File: src/rtl/scan_display_pkg.sv
// rtl/scan_display_pkg.sv - shared types, segment codes and polarity helpers for scan_display_ctrl
//
// Purpose : FSM state type, the hex-to-7-segment code table (active-high,
//           seg[0]=a .. seg[6]=g) and helpers that apply output polarity.
// Ports   : none (package)
package scan_display_pkg;

    typedef enum logic {
        ST_BLANK = 1'b0,
        ST_DRIVE = 1'b1
    } state_t;

    localparam logic [6:0] SEG_CODE [16] = '{
        7'h3F, 7'h06, 7'h5B, 7'h4F, 7'h66, 7'h6D, 7'h7D, 7'h07,
        7'h7F, 7'h6F, 7'h77, 7'h7C, 7'h39, 7'h5E, 7'h79, 7'h71
    };

    // All segments inactive for the given polarity.
    function automatic logic [6:0] SEG_OFF(input logic active_low);
        return active_low ? 7'h7F : 7'h00;
    endfunction

    // Map an active-high segment pattern onto the pin polarity.
    function automatic logic [6:0] SEG_ON(input logic [6:0] code, input logic active_low);
        return active_low ? ~code : code;
    endfunction

endpackage

File: src/rtl/scan_display_ctrl_hex_seg7_decode.sv
// rtl/scan_display_ctrl_hex_seg7_decode.sv - combinational hex nibble to active-high 7-segment decoder
//
// Purpose : full 0-F decode to active-high segments.
// Ports   : nibble (in, 4)  hex value
//           seg    (out, 7) active-high segments, seg[0]=a .. seg[6]=g
module hex_seg7_decode
    import scan_display_pkg::*;
(
    input  logic [3:0] nibble,
    output logic [6:0] seg
);

    assign seg = SEG_CODE[nibble];

endmodule

File: src/rtl/scan_display_ctrl.sv
// rtl/scan_display_ctrl.sv - multiplexed 7-segment display scanner with dead time and frame-synchronous update
//
// Purpose : scans N_DIGITS digits; each slot is BLANK_CYCLES of all-off dead
//           time followed by DIG_CYCLES of one digit driven. New data is loaded
//           into a pending register and only moved to the display register at
//           the end of a full frame, so a frame never shows mixed data.
// Ports   : clk        (in)             rising-edge clock
//           rst        (in)             asynchronous active-high reset
//           data_in    (in, 4*N_DIGITS) hex nibble per digit, digit 0 = [3:0]
//           dp_in      (in, N_DIGITS)   decimal point request per digit
//           load       (in)             one-cycle capture strobe
//           dig_en     (out, N_DIGITS)  digit enables (polarity per ACTIVE_LOW)
//           seg        (out, 7)         segments a..g (polarity per ACTIVE_LOW)
//           dp         (out)            decimal point (polarity per ACTIVE_LOW)
//           frame_done (out)            one-cycle pulse on the last cycle of a frame
// Config  : define SCAN_DISPLAY_LZB_EN to enable leading-zero blanking.
module scan_display_ctrl
    import scan_display_pkg::*;
#(
    parameter int N_DIGITS     = 4,
    parameter int DIG_CYCLES   = 50000,
    parameter int BLANK_CYCLES = 500,
    parameter int ACTIVE_LOW   = 1
) (
    input  logic                    clk,
    input  logic                    rst,
    input  logic [4*N_DIGITS-1:0]   data_in,
    input  logic [N_DIGITS-1:0]     dp_in,
    input  logic                    load,
    output logic [N_DIGITS-1:0]     dig_en,
    output logic [6:0]              seg,
    output logic                    dp,
    output logic                    frame_done
);

    localparam int MAXC = (DIG_CYCLES > BLANK_CYCLES) ? DIG_CYCLES : BLANK_CYCLES;
    localparam int CW   = $clog2(MAXC + 1);
    localparam int IW   = $clog2(N_DIGITS);

    localparam logic [CW-1:0]       BLANK_LAST = CW'(BLANK_CYCLES - 1);
    localparam logic [CW-1:0]       DIG_LAST   = CW'(DIG_CYCLES - 1);
    localparam logic [IW-1:0]       IDX_LAST   = IW'(N_DIGITS - 1);
    localparam logic                AL         = (ACTIVE_LOW != 0);
    localparam logic [N_DIGITS-1:0] DIG_OFF    = {N_DIGITS{AL}};
    localparam logic [N_DIGITS-1:0] DIG_ONE    = {{(N_DIGITS-1){1'b0}}, 1'b1};

    state_t                  state, state_n;
    logic [CW-1:0]           cnt, cnt_n;
    logic [IW-1:0]           idx, idx_n;
    logic                    frame_end;
    logic                    frame_done_n;

    logic [4*N_DIGITS-1:0]   disp_data, pend_data;
    logic [N_DIGITS-1:0]     disp_dp, pend_dp;
    logic                    pend_flag;

    logic [6:0]              dec_seg;
    logic [6:0]              seg_act;

    // ---------------- FSM: state register ----------------
    always_ff @(posedge clk or posedge rst) begin
        if (rst) begin
            state <= ST_BLANK;
            cnt   <= '0;
            idx   <= '0;
        end else begin
            state <= state_n;
            cnt   <= cnt_n;
            idx   <= idx_n;
        end
    end

    // ---------------- FSM: next state ----------------
    always_comb begin
        state_n   = state;
        cnt_n     = cnt + CW'(1);
        idx_n     = idx;
        frame_end = 1'b0;
        if (state == ST_BLANK) begin
            if (cnt == BLANK_LAST) begin
                state_n = ST_DRIVE;
                cnt_n   = '0;
            end
        end else begin
            if (cnt == DIG_LAST) begin
                state_n   = ST_BLANK;
                cnt_n     = '0;
                idx_n     = (idx == IDX_LAST) ? '0 : idx + IW'(1);
                frame_end = (idx == IDX_LAST);
            end
        end
    end

    // Outputs are registered from the next-state values so the pins line up
    // with the cycle the FSM is actually in, without adding a cycle of lag.
    assign frame_done_n = (state_n == ST_DRIVE) && (cnt_n == DIG_LAST) && (idx_n == IDX_LAST);

    // ---------------- pending / display registers ----------------
    always_ff @(posedge clk or posedge rst) begin
        if (rst) begin
            pend_data <= '0;
            pend_dp   <= '0;
            pend_flag <= 1'b0;
            disp_data <= '0;
            disp_dp   <= '0;
        end else begin
            if (load) begin
                pend_data <= data_in;
                pend_dp   <= dp_in;
            end
            // A load on the frame_end cycle keeps the flag set and is shown
            // one frame later; the older pending value moves to the display.
            pend_flag <= load | (pend_flag & ~frame_end);
            if (frame_end && pend_flag) begin
                disp_data <= pend_data;
                disp_dp   <= pend_dp;
            end
        end
    end

    // disp_data only changes on the edge into BLANK, so reading it here with
    // the next index is safe for every DRIVE cycle.
    hex_seg7_decode u_dec (
        .nibble (disp_data[{idx_n, 2'b00} +: 4]),
        .seg    (dec_seg)
    );

`ifdef SCAN_DISPLAY_LZB_EN
    logic lz_blank;

    // Blank a digit above 0 when it and every higher nibble are zero.
    always_comb begin
        lz_blank = (idx_n != '0);
        for (int i = 0; i < N_DIGITS; i++) begin
            if ((i >= int'(idx_n)) && (disp_data[4*i +: 4] != 4'h0))
                lz_blank = 1'b0;
        end
    end

    assign seg_act = lz_blank ? 7'h00 : dec_seg;
`else
    assign seg_act = dec_seg;
`endif

    // ---------------- registered outputs ----------------
    always_ff @(posedge clk or posedge rst) begin
        if (rst) begin
            dig_en     <= DIG_OFF;
            seg        <= SEG_OFF(AL);
            dp         <= AL;
            frame_done <= 1'b0;
        end else begin
            frame_done <= frame_done_n;
            if (state_n == ST_DRIVE) begin
                dig_en <= (DIG_ONE << idx_n) ^ DIG_OFF;
                seg    <= SEG_ON(seg_act, AL);
                dp     <= disp_dp[idx_n] ^ AL;
            end else begin
                dig_en <= DIG_OFF;
                seg    <= SEG_OFF(AL);
                dp     <= AL;
            end
        end
    end

endmodule

File: config.mk
export PLATFORM = sky130hd
export DESIGN_NAME = scan_display_ctrl
export DESIGN_NICKNAME = d
export VERILOG_FILES = /design/src/rtl/scan_display_pkg.sv /design/src/rtl/scan_display_ctrl_hex_seg7_decode.sv /design/src/rtl/scan_display_ctrl.sv
export SDC_FILE = /design/constraint.sdc
export NUM_CORES = 1
export LEC_CHECK = 0
export BUFFER_PORTS_ARGS = -buffer_cell sky130_fd_sc_hd__buf_2
export CORE_ASPECT_RATIO = 1.25
export CORE_MARGIN = 2
export CORE_UTILIZATION = 45
export DETAILED_ROUTE_END_ITERATION = 8
export HOLD_SLACK_MARGIN = 0.1
export PLACE_DENSITY = 0.67
export SYNTH_ARGS = -nofsm -noshare
export SYNTH_HDL_FRONTEND = slang
export SYNTH_SLANG_ARGS = --single-unit
export TNS_END_PERCENT = 1
File: constraint.sdc
create_clock -name clk -period 7.9 [get_ports clk]
set_input_delay 1.58 -clock clk [delete_from_list [all_inputs] [get_ports clk]]
set_output_delay 1.58 -clock clk [all_outputs]
set_load 0.01 [all_outputs]
==> impl_results.md <==
- Status: finished, final reports clean
- Average wire per standard cell: 14.6 um
- Synth area leaders: dfrtp_1, mux2_2, dfstp_2
- Yosys top cell by area: dfrtp_1
- Slowest CP cell: nor4_4
- Largest net degree at the start of global routing: 74
- Area occupied by multi-input gates: 1480 sq um
- Starting Density: 46.5%
- R2r setup slk: 3970 ps
- DRT iter0 DRCs: 92
- Clock Sinks: 73
- GP Congestion: 0.817
- Peak supply drop: 0.131 mV
- Fmax achieved: 255 MHz
- First-pass detailed-route iteration total: 4
- Worst min-delay path class: reg2reg
- Hold path cells: 1
- GR Util met1: 22.6%
- RR Endpoint: seg[3]
- Crit path max fanout: 9
- # setup viols final: 0
- Final core utilization: 52.2%
- GRT met2 Usage: 24.5%
- Min cycle time layout: 3930 ps
- Routed wire length: 6.01 mm
- GR Overflow Total: 0
- CP endpoint kind: flip-flop
- Hold EP: pend_flag
- Via count: 2,191
- Port Buffers: 35
- GR peak layer: met2
- Met3 usage: 2.94%
- CP Class: reg2reg
- Layout area overhead: 12.1%
- Bufs and invs on worst path: 2
- Leakage: 0.00168 uW
- Antenna Nets Post-Route: 0
- Die W: 82.0 um
- CP top delay family: simple AND/OR/NAND/NOR gates
- Main synth FF type: dfrtp_1
- CTS Hold Bufs: 0
- Avg Cell Area, Syn: 12.4 sq um
- Max-Cap Viols: 0
- Row count: 35
- Max Root-Sink Buffers: 2
- Pwr dens: 176 nW/um^2
- Initial antenna violation count: 0
- First-pass GRT wire length: 10.5 mm
- Tightest Pin Transition: 921 ps
- Total area of sequential cells: 1840 sq um
- Mapped cell area: 3420 sq um
- Routed vias/inst: 5.32
- DP Wirelength: 4.30 mm
- Total CTS buffers: 9
- Cell Chain, Critical Path: or4b_4, nor4_4, mux2i_1, clkinv_2, a21oi_1, a22o_1, inv_1, ha_1, and3_4, a2111oi_4, a31oi_1
- Crit path arrival time: 4180 ps
- # IOs: 36
- Cts repair resizes: 0
- Slowest Stage Delay on Critical Path: 620 ps
- Fraction of registers with async set/reset: 100%
- Tcrit/Tclk final: 49.7%
- Clock Latency Late Sink: 350 ps
- Netlist cell types: 52
- Relative slew slack: 38.4%
- Share of layout cells above drive strength 1: 37.5%
- Mapped Cells: 277
- HP Start: pend_flag
- GR Util All Layers: 16.6%
- RSZ-0062 raised after global routing: no
- # diodes: 0
- Pwr Total: 675 uW
- Die area: 8330 sq um
- Filler Cell Count: 680
- Number of global-route vias before repair: 2,214
- Chip Height: 102 um
- Worst endpoint required time: 8150 ps
- Syn Nets: 308
- CP Launch Type: flip-flop
- Max Slew Vio Count: 0
- Hold Vio Cnt, Final: 0
- DR DRC count: 0
- Core box area: 7360 sq um
- Worst r2r src: cnt[4]
- Root Buffer: clkbuf_8
- Share of the synthesized area in the top cell type: 44.6%
- Setup TNS: 0 ps
- Clk pin slew, worst setup/hold paths: 80 ps
- Layout Nets: 346
- Yosys warning count: 0
- Number of setup buffers added after CTS: 0
- Layout Skew: 9.07 ps
- EDFF count, synth: 0
- Register bit total from synthesis: 73
- Register area share after synthesis: 53.8%
- H-Tree Depth: 3
- Cells on worst reg2reg path: 11
- CTS tree: yes
==> report_power, final <==
part	switching [uW]	total [uW]	leakage, uW	internal (uW)
clock	145	260	0.0000822	116
sequential	4.96	389	0.000913	384
combinational	12.2	25.4	0.000687	13.2
total	162	675	0.00168	513
==> layout make-up <==
type / instances / area share [%]
Clock buffer: 9 / 3.23
Clock inverter: 7 / 1.40
Inverter: 8 / 0.815
Multi-Input combinational cell: 186 / 38.6
Sequential cell: 73 / 48.0
Tap cell: 92 / 3.00
Timing Repair Buffer: 37 / 4.95
==> state kept, by name, indices dropped and copies added (netlist names) <==
signal and cells:
pend_data 16, disp_data 16, pend_dp 4, dp 1
cnt 16, idx 2, pend_flag 1, seg 7
frame_done 1, state 1, disp_dp 4, dig_en 4
==> cell usage after synthesis (all sizes together), types with 2 or more instances <==
library cell and instances:
inv 5, ha 8, clkbuf 6, xnor2 9
mux2 41, and3 2, a21oi 4, nand4 6
clkinv 3, a211o 2, nor2 17, nor4bb 2
mux2i 10, nor3 7, o221ai 3, nor2b 2
buf 4, xor2 6, and4 2, or2 3
a211oi 3, nand2 25, dfrtp 61, dfstp 12
nor4 2, nand3 13, a31oi 2
==> cells in the final DEF, fill, tap and decap left out, types with 2 or more instances in the layout <==
cell / synthesis / final
xnor2_1: 9 / 9
inv_6: 0 / 2
dfstp_2: 12 / 12
nand4_1: 6 / 6
nand3_1: 13 / 13
buf_4: 1 / 2
xor2_1: 6 / 6
mux2i_1: 10 / 10
clkinv_2: 1 / 2
buf_2: 0 / 35
o221ai_1: 3 / 3
nand2_1: 24 / 24
a31oi_1: 2 / 2
and4_1: 2 / 2
inv_1: 5 / 4
a211oi_1: 3 / 3
or2_2: 2 / 2
mux2_2: 41 / 41
nor3_1: 7 / 7
clkinv_1: 2 / 2
clkbuf_8: 0 / 9
dfrtp_1: 61 / 61
nor4bb_1: 2 / 2
nor2b_1: 2 / 2
ha_1: 8 / 8
nor2_1: 17 / 17
clkinvlp_4: 0 / 3
a21oi_1: 4 / 4
==> per-layer routing <==
layer  vias up  share of wire [%]
met3        15                2.8
li1       1077                  -
met2        44                 48
met5         -                  0
met4         0                3.6
met1      1055                 46
==> cell families after synthesis <==
| kind of cell | synth area share (%) |
|---|---|
| simple gates | 13.9 |
| flops | 53.8 |
| mux | 16.4 |
| compound gates | 6.25 |
| buf+inv | 2.89 |
| xor+xnor | 3.84 |
| fa+ha+maj | 2.92 |
==> worst max path at each step <==
stage | depth (start not counted) | to | slack (ps) | startpoint
floorplan | 12 | seg[3] | 4400 | cnt[4]
global placement | 12 | seg[3] | 4180 | cnt[4]
detailed placement | 11 | seg[3] | 4020 | cnt[4]
CTS | 11 | seg[3] | 3990 | cnt[4]
global route | 11 | seg[3] | 3640 | cnt[4]
finish | 11 | seg[3] | 3970 | cnt[4]
==> through the flow <==
step / worst slack, ps / std cells / hold WS (ps) / area (sq um)
after floorplan: 4400 / 277 / 451 / 3420
after global placement: 4180 / 396 / 470 / 3660
after detailed placement: 4020 / 396 / 472 / 3660
after CTS: 3990 / 412 / 488 / 3840
after global routing: 3640 / 412 / 510 / 3840
final: 3970 / 412 / 485 / 3840
Note: power is estimated with default switching activity, not from simulation.
